### config.mk
export PLATFORM = sky130hd
export DESIGN_NAME = vector_sqrt_seq
export DESIGN_NICKNAME = d
export VERILOG_FILES = /design/src/rtl/vector_pkg.sv /design/src/rtl/lane_pick.sv /design/src/rtl/vector_sqrt_seq.sv
export SDC_FILE = /design/constraint.sdc
export NUM_CORES = 1
export LEC_CHECK = 0
export ABC_AREA = 1
export CAP_MARGIN = 20
export CORE_AREA = 2 2 224 226
export CTS_BUF_LIST = sky130_fd_sc_hd__clkbuf_16
export CTS_CLUSTER_SIZE = 10
export DETAILED_ROUTE_END_ITERATION = 8
export DIE_AREA = 0 0 226 228
export RECOVER_POWER = 100
export SYNTH_ARGS = -nofsm -noshare
export SYNTH_HDL_FRONTEND = slang
export SYNTH_SLANG_ARGS = --single-unit
### constraint.sdc
create_clock -name CLK -period 3 [get_ports CLK]
set_clock_uncertainty 0.05 [all_clocks]
set_input_delay 0.75 -clock CLK [delete_from_list [all_inputs] [get_ports CLK]]
set_output_delay 0.75 -clock CLK [all_outputs]
set_load 0.02 [all_outputs]
### src/rtl/vector_pkg.sv
// Shared vector-datapath types: fp16 lane type and the sqrt lane-sequencer state encoding.
package vector_pkg;

    typedef logic [15:0] fp16_t;

    localparam int VSQ_LANES_DEFAULT = 16;

    typedef enum logic [1:0] {
        IDLE,
        ISSUE,
        WAIT,
        DONE
    } vsq_state_t;

endpackage

### src/rtl/lane_pick.sv
// Priority pick of the lowest set bit of a pending-lane mask.
module lane_pick #(
    parameter int LANES = 16
) (
    input  logic [LANES-1:0]         pending,
    output logic [$clog2(LANES)-1:0] cur,
    output logic                     any
);

    localparam int IDX_W = $clog2(LANES);

    // NOTE: cur gets a default before the loop so an all-zero mask cannot infer a latch.
    always_comb begin
        cur = '0;
        for (int i = LANES - 1; i >= 0; i--) begin
            if (pending[i]) cur = IDX_W'(i);
        end
    end

    assign any = |pending;

endmodule

### src/rtl/vector_sqrt_seq.sv
// Issues the active lanes of one fp16 vector to a single-outstanding sqrt unit, lowest lane first,
// and returns the completed vector; masked lanes pass through untouched.
module vector_sqrt_seq
    import vector_pkg::*;
#(
    parameter int LANES = VSQ_LANES_DEFAULT
) (
    input  logic                    CLK,
    input  logic                    RST,
    input  logic                    vec_valid_in,
    output logic                    vec_ready_out,
    input  fp16_t [LANES-1:0]       vec_in,
    input  logic  [LANES-1:0]       lane_mask,
    input  logic                    sq_ready_in,
    output logic                    sq_valid_out,
    output fp16_t                   sq_data_out,
    input  logic                    sq_valid_in,
    input  fp16_t                   sq_data_in,
    output logic                    vec_valid_out,
    input  logic                    vec_ready_in,
    output fp16_t [LANES-1:0]       vec_out,
    output logic                    stray_err
);

    localparam int IDX_W = $clog2(LANES);

    vsq_state_t        state;
    logic [LANES-1:0]  pending;
    fp16_t [LANES-1:0] res_buf;
    logic [IDX_W-1:0]  inflight;
    logic [IDX_W-1:0]  cur;
    logic              any;

    lane_pick #(.LANES(LANES)) u_pick (
        .pending (pending),
        .cur     (cur),
        .any     (any)
    );

    assign vec_ready_out = (state == IDLE);
    assign vec_valid_out = (state == DONE);
    assign sq_valid_out  = (state == ISSUE) && sq_ready_in;
    assign sq_data_out   = res_buf[cur];
    assign vec_out       = res_buf;

    // NOTE: all state uses non-blocking assignments so every read in this block sees pre-edge values.
    always_ff @(posedge CLK) begin
        if (RST) begin
            state     <= IDLE;
            pending   <= '0;
            // NOTE: the result buffer is reset so sq_data_out and vec_out never carry X.
            res_buf   <= '0;
            inflight  <= '0;
            stray_err <= 1'b0;
        end else begin
            // A result outside WAIT has no owner lane; flag it and drop the data.
            if (sq_valid_in && state != WAIT) stray_err <= 1'b1;

            case (state)
                IDLE: begin
                    if (vec_valid_in) begin
                        res_buf <= vec_in;
                        pending <= lane_mask;
                        state   <= (|lane_mask) ? ISSUE : DONE;
                    end
                end
                ISSUE: begin
                    if (sq_ready_in) begin
                        pending[cur] <= 1'b0;
                        inflight     <= cur;
                        state        <= WAIT;
                    end
                end
                WAIT: begin
                    // pending already excludes the in-flight lane, so 'any' means more work remains.
                    if (sq_valid_in) begin
                        res_buf[inflight] <= sq_data_in;
                        state             <= any ? ISSUE : DONE;
                    end
                end
                DONE: begin
                    if (vec_ready_in) state <= IDLE;
                end
                default: state <= IDLE;
            endcase
        end
    end

endmodule
**Yosys cells after proc, flatten, opt, wreduce, memory -nomap -nowiden**

Index checks and enable logic that the tools add are counted.

- Register bits after elaboration: 279
- Latch bits: 0
- Bits in writable memories: 0
- Bits in read-only memories: 0
- Output and inout bits: 276
- Word-level logic and storage cells: 83
- Memories kept: 0

- Add/sub/neg operators: 0
- $mul: 0
- Divide/modulo/power cells: 0
- Magnitude comparators: 4
- Eq/ne operators: 8
- Shift-type cells: 0
- Multiplexer cells: 36
- Bitwise gates (word level): 2
- Reductions and logical operators: 13

Operator list:

| operator | count |
|---|---|
| 2-to-1 mux 256 bit | 2 |
| one-hot mux 256 bit (2 select lines) | 1 |
| bitwise mux 256 bit | 1 |
| binary-select mux 16 bit (select 4 bit) | 1 |
| demux 16 bit (select 4 bit) | 1 |
| 2-to-1 mux 16 bit | 4 |
| 2-to-1 mux 4 bit | 16 |
| one-hot mux 16 bit (2 select lines) | 1 |
| OR reduction 16 bit | 2 |
| bitwise AND 16 bit | 1 |
| NOT 16 bit | 1 |
| 2-to-1 mux 2 bit | 6 |
| less-than comparator 4 x 5 -> 1 bit, second input constant | 2 |
| >= comparator 4 x 1 -> 1 bit, second input constant | 2 |
| != test 2 bit, second input constant | 4 |
| one-hot mux 2 bit (4 select lines) | 1 |
| AND reduction 3 bit | 2 |
| demux 1 bit (select 4 bit) | 1 |
| == test 2 bit, second input constant | 2 |
| logical AND 1 bit | 4 |
| AND reduction 4 bit | 1 |
| nonzero test 2 bit | 2 |
| == test 2 x 1 -> 1 bit, second input constant | 1 |
| zero test 2 bit | 1 |
| other kinds (3) | 3 |

**Logic depth before layout (Yosys ltp)**

- Depth after elaboration: 24
- Depth in mapped cells: 24
- Mapped depth without buffers: 22

**Hierarchy**

From an unflattened synthesis, not the netlist that was laid out.

- Cell total of the unflattened synthesis: 3,325
- Area, all modules: 17,489.3 sq um

By module, submodules not included:

| module | instances | cells an instance | area an instance (sq um) |
|---|---|---|---|
| vector_sqrt_seq | 1 | 3,276 | 17,280.3 |
| lane_pick | 1 | 49 | 209.0 |

**Worst setup path before layout**

OpenSTA, ideal clock, no wires.

- Kind: register -> output
- From: register pending[14]
- To: output port sq_data_out[11]
- Arrival time: 1.960 ns
- Setup slack: 0.240 ns
- Cell stages (with the launch flop): 25
- Path buffers: 2
- Cells stage by stage: dfxtp_1 -> inv_1 -> nand2_1 -> nand2_1 -> nand2_1 -> nand2_1 -> nand2_1 -> nand2_1 -> nand2_1 -> nand2_1 -> nand2_1 -> nand2_1 -> nand2_1 -> nand2_1 -> nand2_1 -> nand2_2 -> nand2_1 -> buf_2 -> buf_2 -> nand3_1 -> nand3_1 -> nand2_1 -> nand2_1 -> inv_1 -> nand2_1

- Longest elaborated chain between the ends: 17

RTL lines:

| element | line | RTL |
|---|---|---|
| start, declared | vector_sqrt_seq.sv:28 | `logic [LANES-1:0] pending;` |
| start signal, assigned | vector_sqrt_seq.sv:63 | `pending <= lane_mask;` |
| 2-to-1 mux 4 bit (15 in a row) | lane_pick.sv:16 | `if (pending[i]) cur = IDX_W'(i);` |
| binary-select mux 16 bit (select 4 bit) | vector_sqrt_seq.sv:43 | `assign sq_data_out = res_buf[cur];` |
| 2-to-1 mux 16 bit (not written as such) | vector_sqrt_seq.sv:43 |  |
| end, declared | vector_sqrt_seq.sv:16 | `output fp16_t sq_data_out,` |

Every way passes these cells. The select of a mux whose other input is x is not followed.

**Worst setup path in the final report**

- From: register pending[15]
- To: output port sq_data_out[8]

- Longest elaborated chain between the ends: 18

RTL lines:

| element | line |
|---|---|
| 2-to-1 mux 4 bit (16 in a row) | lane_pick.sv:16 |
| binary-select mux 16 bit (select 4 bit) | vector_sqrt_seq.sv:43 |
| 2-to-1 mux 16 bit (not written as such) | vector_sqrt_seq.sv:43 |

Every way passes these cells. The select of a mux whose other input is x is not followed.

==> key figures <==
Outcome
  • Status: finished with violations
  • Failing checks: negative setup slack

Clock network
  • Clk slew on worst S/H paths: 60 ps
  • CTS max path bufs: 3
  • CTS tree: done
  • Post-CTS Hold Fix Bufs: 0
  • Clk Latency, worst-skew pair: 550 ps
  • Num CTS Buffers: 36
  • CTS Root Cell: clkbuf_16
  • Clock sink count: 279
  • Htree depth: 2

Timing
  • RSZ-0062 raised after global routing: yes
  • Tcrit/Tclk final: 1.228
  • Worst slew pin tran: 1314 ps
  • Post-layout minimum cycle time: 3683 ps
  • Slew Viols, Final: 0
  • Final setup viols: 178
  • Fin. Hold Viols: 0
  • Final worst setup slack: -682.9 ps
  • Setup TNS Final: -32540 ps
  • Rel. slew slack: 0.1239
  • FMAX: 271.5 MHz

Pwr
  • Overall Power: 36.87 mW
  • Leakage power: 10.21 nW
  • Pwr dens: 1457 nW/um^2
  • Worst vdd ir: 1013 uV

Logic synthesis
  • Mapped cell area: 15660 sq um
  • Synth cell types: 26
  • Synth Area per Inst: 6.477 sq um
  • Seq cells post-synth: 279
  • Area share of the largest cell type after synthesis: 0.3568
  • Most used DFF post-synth: dfxtp_1
  • Synthesized Nets: 2711
  • Asr flop ratio synth: 0
  • Syn Inst Count: 2417
  • EDFF count, synth: 0
  • Area leader, netlist: dfxtp_1
  • Synth warn: 0
  • Top cells by area, synth: dfxtp_1 (36%), nand3_1 (15%), nand2_1 (12%), a31oi_1 (11%), o21ai_0 (8.8%)
  • Sequential area share after synthesis: 0.3568

Worst setup path
  • Worst Setup Start Kind: flip-flop
  • Crit-path max FO: 13
  • WS Path Type: flip-flop to output pin
  • Worst setup EP type: output pin
  • Reg2reg path depth: 13
  • CP required: 2200 ps
  • Worst r2r dst: vec_out[141]$_SDFFE_PP0P_
  • Arrival @ worst endpoint: 2880 ps
  • CP startpoint: pending[15]$_SDFFE_PP0P_
  • R2r setup slk: -260 ps
  • Worst reg2reg path startpoint: state[1]$_SDFFE_PP0P_

Placed design
  • Placement Cell Area: 22870 sq um
  • # placed instances: 3575
  • Buffers on Ports: 569
  • GP Congestion: 0.9784
  • Place WS: -490.6 ps
  • DP HPWL: 69.34 mm

GRT
  • Grt total ovfl: 0
  • GRT busiest layer: met2
  • First-pass GRT wire length: 138.6 mm
  • Routing usage on met2: 0.5841
  • Largest net degree at the start of global routing: 202
  • Initial antenna violation count: 5
  • Vias in the first global route: 20390
  • Met1 usage: 0.4741
  • Total Routing Usage GR: 0.3639
  • Grt met3 use: 0.07213

Die
  • Die H: 228 um
  • Die area: 51530 sq um
  • Area of the core: 49350 sq um
  • Initial Utilization: 0.3172
  • Die X-Extent: 226 um
  • # rows: 82
  • Ports: 570

Cells and area
  • NumNets Final: 3277
  • Most common cell after layout, fill and taps aside: clkdlybuf4s50_1
  • Layout cells sized above 1: 0.1502
  • Commonest non-fill, non-tap cells in the layout: clkdlybuf4s50_1 (553), nand2_1 (432), nand3_1 (383)
  • Cell Count, Final, Fillers Out: 3673
  • Fillers: 4866
  • Layout Area Growth over Synthesis: 61.59%
  • Post-route cell area: 25300 sq um

Detailed routing
  • DRC Markers: 0
  • Antenna Nets Post-Route: 0
  • Routed len/inst: 26.55 um
  • Initial DRC count: 2743
  • Drt total wl: 97.51 mm
  • Vias: 21630
  • Initial DRT Pass Iterations: 6
  • Vias per cell: 5.888

Min path
  • Hold path depth: 2
  • Worst min path class: flip-flop to flip-flop
  • Hold path startpoint: stray_err$_SDFFE_PP0P_
  • Hold Path End: stray_err$_SDFFE_PP0P_

Flow run
  • Max-cap violations: 0
==> power by group <==
| group | internal [mW] | total, mW | leakage, nW | switching, mW |
|---|---|---|---|---|
| sequential | 5.59 | 8.67 | 2.31 | 3.08 |
| combinational | 10.4 | 24.3 | 7.40 | 13.9 |
| clock | 2.19 | 3.89 | 0.499 | 1.70 |
==> Yosys cell counts (2+ instances only) <==
master / number
o21ai_0: 274
nor2_1: 72
nor3_1: 5
inv_1: 140
buf_2: 34
nor4_1: 2
a21oi_1: 20
dfxtp_1: 279
o211ai_1: 2
buf_1: 9
a31oi_1: 266
nor2_2: 8
clkbuf_1: 217
nand2_1: 483
o22ai_1: 2
inv_2: 4
nand4_1: 130
nand3_1: 454
o21ai_1: 8
clkbuf_2: 2
==> metrics by stage <==
| step | util | hold slack (ps) |
|---|---|---|
| 5_1_grt | 0.5126 | 468.8 |
| 6_report | 0.5126 | 432.0 |
| 2_1_floorplan | - | 414.5 |
| 3_3_place_gp | 0.4635 | 399.8 |
| 3_5_place_dp | 0.4635 | 423.1 |
| 4_1_cts | 0.5034 | 438.7 |
==> worst max-delay path, cell delays in order (launching register included) <==
cell,delay (ps)
dfxtp_2,350
inv_1,40
nand2_1,80
nand3_1,80
nand3_1,70
nand3_1,60
nand3_1,80
nand2_2,80
a21oi_4,160
buf_12,150
buf_12,160
inv_8,60
buf_12,140
buf_4,140
nand4_1,130
nand3_2,110
nand2_2,80
nand2_1,50
inv_1,60
nand2_2,100
buf_6,150
==> how the worst max path moves through the flow <==
stage | endpoint | slack [ps] | cells after the start
finish | sq_data_out[8] | -680 | 20
global route | sq_data_out[9] | -790 | 25
CTS | sq_data_out[3] | -610 | 20
detailed placement | sq_data_out[0] | -490 | 24
global placement | sq_data_out[0] | -500 | 24
floorplan | sq_data_out[11] | 240 | 24
==> flip-flops by register name (all words and copies together), names as in the netlist <==
signal / cells
vec_out: 256
pending: 16
inflight: 4
state: 2
stray_err: 1
==> what timing repair did <==
action                                  4_1_cts  5_1_grt
pin swaps                                    64       62
endpoints found under the hold margin         0        0
setup buffers                                31        4
cloned                                        8        2
resized for setup                           166       98
endpoints found under the setup margin       16       16
==> area by class of cell <==
class | instances | area, sq um | share of cell area
multi-input cells | 1730 | 9134 | 0.3611
repair buffers | 791 | 8169 | 0.3229
flip-flops and latches | 279 | 5588 | 0.2209
clock buffers | 37 | 925.9 | 0.03660
well taps | 672 | 840.8 | 0.03324
inverters | 145 | 564.3 | 0.02231
clock inverters | 14 | 62.56 | 0.002473
diodes | 5 | 12.51 | 0.0004946
==> cell families after synthesis <==
logic type / synth area share
and+or+nand+nor: 0.3366
AOI/OAI and AO/OA: 0.2056
buffers and inverters: 0.1009
DFF: 0.3568
==> per-layer routing <==
layer / wire, um / up-vias / part of all wire
li1: - / 9642 / -
met1: 38990 / 10290 / 0.40
met2: 44380 / 1426 / 0.46
met3: 9431 / 271 / 0.097
met5: 0 / - / 0
met4: 4707 / 0 / 0.048
Power figures use the tool's default switching activity.
